File: config.mk
export PLATFORM = sky130hd
export DESIGN_NAME = pe_edge_feeder
export DESIGN_NICKNAME = d
export VERILOG_FILES = /design/src/rtl/pe_edge_feeder.sv
export SDC_FILE = /design/constraint.sdc
export NUM_CORES = 1
export LEC_CHECK = 0
export CAP_MARGIN = 20
export CORE_MARGIN = 1.5
export CORE_UTILIZATION = 36
export CTS_CLUSTER_DIAMETER = 100
export DETAILED_ROUTE_END_ITERATION = 7
export GPL_TIMING_DRIVEN = 1
export SYNTH_ARGS = -nofsm -noshare
export SYNTH_HDL_FRONTEND = slang
export SYNTH_SLANG_ARGS = --single-unit
File: constraint.sdc
create_clock -name clk_i -period 3.95 [get_ports clk_i]
set_clock_uncertainty 0.05 [all_clocks]
set_input_delay 0.5925 -clock clk_i [delete_from_list [all_inputs] [get_ports clk_i]]
set_output_delay 0.5925 -clock clk_i [all_outputs]
set_load 0.005 [all_outputs]
File: src/rtl/pe_edge_feeder.sv
// Edge feeder for one systolic-array lane: buffers an operand stream and issues
// one element at a time to the edge PE, with start skew and a last-element pulse.
module pe_edge_feeder #(
    parameter int DATA_WIDTH = 32,
    parameter int FIFO_DEPTH = 8,
    parameter int LEN_WIDTH  = 8
) (
    input  logic                  clk_i,
    input  logic                  rstn_i,
    input  logic                  start_i,
    input  logic [LEN_WIDTH-1:0]  vec_len_i,
    input  logic [LEN_WIDTH-1:0]  skew_i,
    input  logic [DATA_WIDTH-1:0] s_data_i,
    input  logic                  s_valid_i,
    output logic                  s_ready_o,
    output logic [DATA_WIDTH-1:0] pe_data_o,
    output logic                  pe_valid_o,
    output logic                  pe_last_o,
    input  logic                  pe_ack_i,
    output logic                  busy_o,
    output logic                  done_o
);

    localparam int AW = (FIFO_DEPTH > 1) ? $clog2(FIFO_DEPTH) : 1;
    localparam int CW = AW + 1;

    typedef enum logic [2:0] {
        ST_IDLE,
        ST_SKEW,
        ST_FETCH,
        ST_WAIT_ACK,
        ST_DONE
    } state_t;

    state_t state, state_next;

    logic [DATA_WIDTH-1:0] mem [FIFO_DEPTH];
    logic [AW-1:0]         wr_ptr, rd_ptr;
    logic [CW-1:0]         count;
    logic                  fifo_full, fifo_empty;
    logic                  push, pop;

    logic [LEN_WIDTH-1:0]  vec_len_q;
    logic [LEN_WIDTH-1:0]  skew_cnt;
    logic [LEN_WIDTH-1:0]  elem_cnt;
    logic                  start_accept;
    logic                  elem_last;

    // FIFO runs in every state so the lane can prefetch while idle.
    assign fifo_full  = (count == CW'(FIFO_DEPTH));
    assign fifo_empty = (count == '0);
    assign s_ready_o  = !fifo_full;
    assign push       = s_valid_i && !fifo_full;
    assign pop        = (state == ST_FETCH) && !fifo_empty;

    always_ff @(posedge clk_i) begin
        if (push) begin
            mem[wr_ptr] <= s_data_i;
        end
    end

    always_ff @(posedge clk_i or negedge rstn_i) begin
        if (!rstn_i) begin
            wr_ptr <= '0;
            rd_ptr <= '0;
            count  <= '0;
        end else begin
            if (push) begin
                wr_ptr <= wr_ptr + AW'(1);
            end
            if (pop) begin
                rd_ptr <= rd_ptr + AW'(1);
            end
            case ({push, pop})
                2'b10:   count <= count + CW'(1);
                2'b01:   count <= count - CW'(1);
                default: count <= count;
            endcase
        end
    end

    assign start_accept = start_i && ((state == ST_IDLE) || (state == ST_DONE));
    assign elem_last    = ((elem_cnt + LEN_WIDTH'(1)) == vec_len_q);

    always_ff @(posedge clk_i or negedge rstn_i) begin
        if (!rstn_i) begin
            state <= ST_IDLE;
        end else begin
            state <= state_next;
        end
    end

    always_comb begin
        state_next = state;
        case (state)
            ST_IDLE, ST_DONE: begin
                if (start_accept) begin
                    if (vec_len_i == '0) begin
                        state_next = ST_DONE;
                    end else if (skew_i == '0) begin
                        state_next = ST_FETCH;
                    end else begin
                        state_next = ST_SKEW;
                    end
                end
            end
            ST_SKEW: begin
                if (skew_cnt == LEN_WIDTH'(1)) begin
                    state_next = ST_FETCH;
                end
            end
            ST_FETCH: begin
                if (!fifo_empty) begin
                    state_next = ST_WAIT_ACK;
                end
            end
            ST_WAIT_ACK: begin
                if (pe_ack_i) begin
                    state_next = elem_last ? ST_DONE : ST_FETCH;
                end
            end
            default: state_next = ST_IDLE;
        endcase
    end

    always_ff @(posedge clk_i or negedge rstn_i) begin
        if (!rstn_i) begin
            vec_len_q  <= '0;
            skew_cnt   <= '0;
            elem_cnt   <= '0;
            pe_data_o  <= '0;
            pe_valid_o <= 1'b0;
            pe_last_o  <= 1'b0;
            busy_o     <= 1'b0;
            done_o     <= 1'b0;
        end else begin
            // pe_valid_o is high only in the first WAIT_ACK cycle, so last follows it by one.
            pe_valid_o <= pop;
            pe_last_o  <= pe_valid_o && elem_last;
            busy_o     <= (state_next == ST_SKEW) || (state_next == ST_FETCH) ||
                          (state_next == ST_WAIT_ACK);
            if (pop) begin
                pe_data_o <= mem[rd_ptr];
            end

            if (start_accept) begin
                if (vec_len_i == '0) begin
                    done_o <= 1'b1;
                end else begin
                    vec_len_q <= vec_len_i;
                    skew_cnt  <= skew_i;
                    elem_cnt  <= '0;
                    done_o    <= 1'b0;
                end
            end

            if (state == ST_SKEW) begin
                skew_cnt <= skew_cnt - LEN_WIDTH'(1);
            end

            if ((state == ST_WAIT_ACK) && pe_ack_i) begin
                elem_cnt <= elem_cnt + LEN_WIDTH'(1);
                if (elem_last) begin
                    done_o <= 1'b1;
                end
            end
        end
    end

endmodule
# After elaboration in Yosys (flattened, before gate mapping)
# Memories as Yosys holds them, arrays and structs flattened. A register that Yosys moved wholly into a read port is not among the register bits.
# Cells that the tools add are included.
word_totals:
  inputBits: 53
  regBits: 41
  ramBits: 256
  output_inout_bits: 37
  wordCells: 76
  n_memories: 1
mem_list:
  columns: ["name", "depth", "word_bits", "rd", "rd_ports_with_merged_regs", "wr", "line_no", "rtl"]
  rows:
  - ["mem", 8, 32, 1, 1, 1, "37", "logic [DATA_WIDTH-1:0] mem [FIFO_DEPTH];"]
classes:
  bitwise_logic: 1
  addsub: 6
  reduce_logical: 22
  n_mux: 21
  eq_ne: 14
op_table:
  columns: ["op", "n"]
  rows:
  - ["2-to-1 mux 8 bit", 6]
  - ["2-to-1 mux 3 bit", 6]
  - ["logical NOT 8 bit", 2]
  - ["equality test 3 x 2 -> 1 bit, second input constant", 4]
  - ["case mux 3 bit (4 select lines)", 1]
  - ["adder 8 x 1 -> 8 bit, second input constant", 1]
  - ["equality test 8 x 1 -> 1 bit, second input constant", 1]
  - ["equality test 8 bit", 1]
  - ["case mux 4 bit (2 select lines)", 1]
  - ["subtractor 8 x 1 -> 8 bit, second input constant", 1]
  - ["adder 3 x 1 -> 3 bit, second input constant", 2]
  - ["equality test 3 x 1 -> 1 bit, second input constant", 2]
  - ["2-to-1 mux 1 bit", 6]
  - ["AND reduction 2 bit", 3]
  - ["nonzero test 2 bit", 3]
  - ["logical AND 1 bit", 5]
  - ["adder 4 x 1 -> 4 bit, second input constant", 1]
  - ["equality test 4 bit, second input constant", 1]
  - ["logical NOT 4 bit", 1]
  - ["inequality test 2 x 1 -> 1 bit, second input constant", 2]
  - ["subtractor 4 x 1 -> 4 bit, second input constant", 1]
  - ["equality test 3 bit, second input constant", 1]
  - ["logical NOT 1 bit", 3]
  - ["logical NOT 3 bit", 1]
  - ["6 further kinds", 8]

# Depth between registers and ports, before layout
depth:
  depth_word: 8
  ltp_mapped: 11
  ltp_nobuf: 10

# Worst setup path before layout
# Ideal clock, no wire load.
synth_timing:
  path_kind: "register -> register"
  from: "register count[0]"
  to: "memory mem[0][0] (enable)"
  arrival_ns: 3.225
  setup_ns: 0.461
  path_stages_with_launch: 6
  period_less_slack_ns: 3.736
  required_time_ns: 3.439
  n_path_buf: 0
  setup_slack_ns: 0.214
  cell_sequence: "dfrtp_1 -> nor3_1 -> nand2_1 -> nand2_1 -> or2_2 -> nor3_1"
synth_between:
  elab_chain_cells: 5
synth_lines:
  columns: ["item", "line_no", "rtl"]
  rows:
  - ["from (decl)", "39", "logic [CW-1:0] count;"]
  - ["from (signal assigned)", "75", "2'b10: count <= count + CW'(1);"]
  - ["from (signal assigned)", "76", "2'b01: count <= count - CW'(1);"]
  - ["from (signal assigned)", "77", "default: count <= count;"]
  - ["equality test 4 bit", "50", "assign fifo_full = (count == CW'(FIFO_DEPTH));"]
  - ["logical NOT 1 bit", null, null]
  - ["net s_ready_o", "15", "output logic s_ready_o,"]
  - ["logical AND 1 bit", "53", "assign push = s_valid_i && !fifo_full;"]
  - ["2-to-1 mux 1 bit", "57", "if (push) begin"]
  - ["2-to-1 mux 1 bit (implied by the code)", "58", "mem[wr_ptr] <= s_data_i;"]
  - ["to (decl)", "37", null]
# The timed path passes the listed nets, and every way through them passes these cells.

# Worst setup path after layout
layout_timing:
  from: "register state[2]"
  to: "register count[3]"
layout_between:
  elab_chain_cells: 4
  word_cells_on_any_way: 6
  cone_classes: "eq/ne: 3; mux: 1; reduce/logical: 2"
layout_lines:
  columns: ["item", "line_no", "rtl"]
  rows:
  - ["from (decl)", "35", "state_t state, state_next;"]
  - ["from (signal assigned)", "89", "state <= state_next;"]
  - ["equality test 3 x 2 -> 1 bit *", "54", "assign pop = (state == ST_FETCH) && !fifo_empty;"]
  - ["logical AND 1 bit *", "54", null]
  - ["net pop", "41", "logic push, pop;"]
  - ["equality test 2 x 1 -> 1 bit or equality test 2 bit (tied branches)", "74", "case ({push, pop})"]
  - ["case mux 4 bit (2 select lines) or nonzero test 2 bit (tied branches)", null, null]
# The timed path passes the listed nets; every way through them passes the cells marked *.
# A chain may end at the register's enable or synchronous reset.

==> metrics.cfg <==
[power]
p_leak_nw = 5.30
p_sw_mw = 2.94
swShare = 0.276
intPower_mw = 7.71
peakVddDrop_uv = 422
pwr-share-seq = 0.456
p_per_area_nw_per_um2 = 680
comb_power_share = 0.236
clkPwrFrac = 0.308

[synth]
synthTopCellsByArea = edfxtp_1, dfrtp_1, mux4_2, mux2i_1, nand2_1
syn_inst = 721
avgSynthCellArea_um2 = 17.9
yosysSeqAreaShare = 0.738
synth-main-ff-cell = edfxtp_1
synth_async_sr_flop_share = 0.222
yosysUniqueCellTypes = 43
synth-edff-count = 256
synth_seq_cells = 329
netlist_area_um2 = 12900
synth_top_area_share = 0.596
yosysWarnings = 0
synth_top_area_cell = edfxtp_1
syn_nets = 783

[critical_path]
start_kind = flip-flop
crit_required_ns = 4.29
cp.arrival_ns = 2.83
path_class = reg2reg
end_kind = flip-flop
critPathMaxFanout = 5

[placed_design]
place_hpwl_mm = 15.5
port_buffers = 89
place_ws_ns = 1.10
gp_congestion = 0.755

[clock_network]
tritoncts = done
worst_skew_pair.late_latency_ns = 0.52
cts_buffers = 37
clk_pin_slew_worst_paths_ns = 0.06
cts_resized = 0
clk_path_buf_depth = 3
holdBufCountCts = 0
cts_setup_buffers = 0
cts_sinks = 329
cts-root-buf = clkbuf_16
htreeDepth = 2

[final_layout]
layout_common_cells = edfxtp_1, clkdlybuf4s50_1, nand2_1
fin_nets = 902
drive_above_1_share = 0.187
mostFrequentLayoutCell = edfxtp_1
syn_to_final_growth_pct = 21.5

[job]
cap_violations = 0

[drt]
drcViolationCount = 0
wirelength_mm = 25.8
vias_per_cell = 4.98
drt-initial-drc-count = 471
drtPass1Iterations = 4
wire_per_inst_um = 19.4
via_count = 6620
antenna_left = 0

[timing]
rsz0062_at_grt = no
period_share = 0.630
setup_viol = 0
max_freq_mhz = 402
layout_setup_ws_ns = 1.46
tns_ns = 0
worst_pin_slew_ns = 0.879
layout_min_cycle_time_ns = 2.49
hold_viol = 0
slew_headroom = 0.414
slew_viol_final = 0

[hold_path]
holdCritPathClass = in2async

[floorplanning]
coreArea_um2 = 35400
fp.dieH_um = 192
io_pins = 90
die_w_um = 192
row_count = 69
die_area_um2 = 37000
start_util = 0.364

[grt]
grt_util_all_layers = 0.145
grt_pass1_wl_mm = 40.5
grt_pass1_vias = 6916
overflow = 0
grt_max_degree = 67
antenna_found_initial = 0

[status]
status = finished clean

-- kinds of logic (layout without fill, tap and decap cells) --
kind of cell | after synthesis | after routing | share of synthesized area
buffers and inverters | 38 | 184 | 0.0120
AOI/OAI and AO/OA | 77 | 77 | 0.0362
xor gates and xnor gates | 19 | 19 | 0.0129
muxes | 100 | 100 | 0.140
other | 0 | 1 | 0
and+or+nand+nor | 149 | 149 | 0.0515
DFF | 329 | 329 | 0.738
adders and majority gates | 9 | 9 | 0.00932
-- worst max-delay path, stage by stage, from the launching register on --
cell and delay (ns):
dfrtp_1 0.43, nand2b_1 0.18, or3_2 0.44, inv_1 0.15
ha_1 0.21, ha_1 0.24, a21o_1 0.17, a21oi_1 0.16
xnor2_1 0.13, nor2_1 0.06, xor2_1 0.14
-- power by group through the flow --
stage	logic, mW	clock network [mW]	registers [mW]
3_5_place_dp	2.58	0	4.93
6_report	2.52	3.28	4.86
3_3_place_gp	2.56	0	4.92
4_1_cts	2.59	3.36	4.87
5_1_grt	2.80	3.50	4.95
2_1_floorplan	1.65	0	4.78
-- final timing paths --
path,from,to,slack (ns),depth (start not counted)
min in group clk_i,pe_data_o[17],pe_data_o[17],0.43,2
setup / recovery,state[2],count[3],1.46,10
hold reg to reg,pe_data_o[17],pe_data_o[17],0.43,2
hold / removal,rstn_i,skew_cnt[3],0.10,1
setup reg to reg,state[2],count[3],1.46,10
max in group asynchronous,rstn_i,pe_data_o[17],2.93,2
-- synth_stat cells (all sizes together) (3+ instances only) --
library cell	number
a211o	3
a21oi	7
buf	15
clkbuf	14
dfrtp	73
edfxtp	256
ha	8
inv	9
mux2	3
mux2i	33
mux4	64
nand2	80
nand2b	4
nand3	9
nand4	3
nor2	28
nor3	7
nor3b	4
nor4	6
o21ai	49
o221a	4
xnor2	12
xor2	7
-- per-stage QoR --
stage / util / cell area (um^2) / std cells / total power, mW / hold WS, ns
after floorplan: - / 12900 / 721 / 6.43 / 0.247
after global placement: 0.409 / 14500 / 1262 / 7.47 / 0.415
after detailed placement: 0.409 / 14500 / 1262 / 7.52 / 0.423
after CTS: 0.442 / 15700 / 1328 / 10.8 / 0.139
after global routing: 0.442 / 15700 / 1328 / 11.3 / 0.158
final: 0.442 / 15700 / 1329 / 10.7 / 0.104
-- metal layers --
metal | wire, um | share of wire | GRT usage | vias to the layer above
li1 | - | - | - | 3055
met1 | 11600 | 0.45 | 0.202 | 3372
met2 | 12200 | 0.47 | 0.233 | 150
met3 | 1390 | 0.054 | 0.0278 | 43
met4 | 514 | 0.020 | 0.0376 | 0
met5 | 0 | 0 | 0 | -
-- registers in the layout (all words and copies together) (netlist names) --
name	count
rd_ptr	3
wr_ptr	3
done_o	1
mem	256
pe_data_o	32
state	3
count	4
vec_len_q	8
busy_o	1
pe_last_o	1
elem_cnt	8
skew_cnt	8
pe_valid_o	1
-- final cells by class --
cell class                      instances  area [um^2]
Clock inverter                         19          156
Tap cell                              461          577
Inverter                                9         33.8
Multi-Input combinational cell        354         3280
Antenna cell                            1         2.50
Timing Repair Buffer                  109         1080
Fill cell                            3091        19700
Clock buffer                           47         1010
Sequential cell                       329         9520
Note: power is estimated with default switching activity, not from simulation.
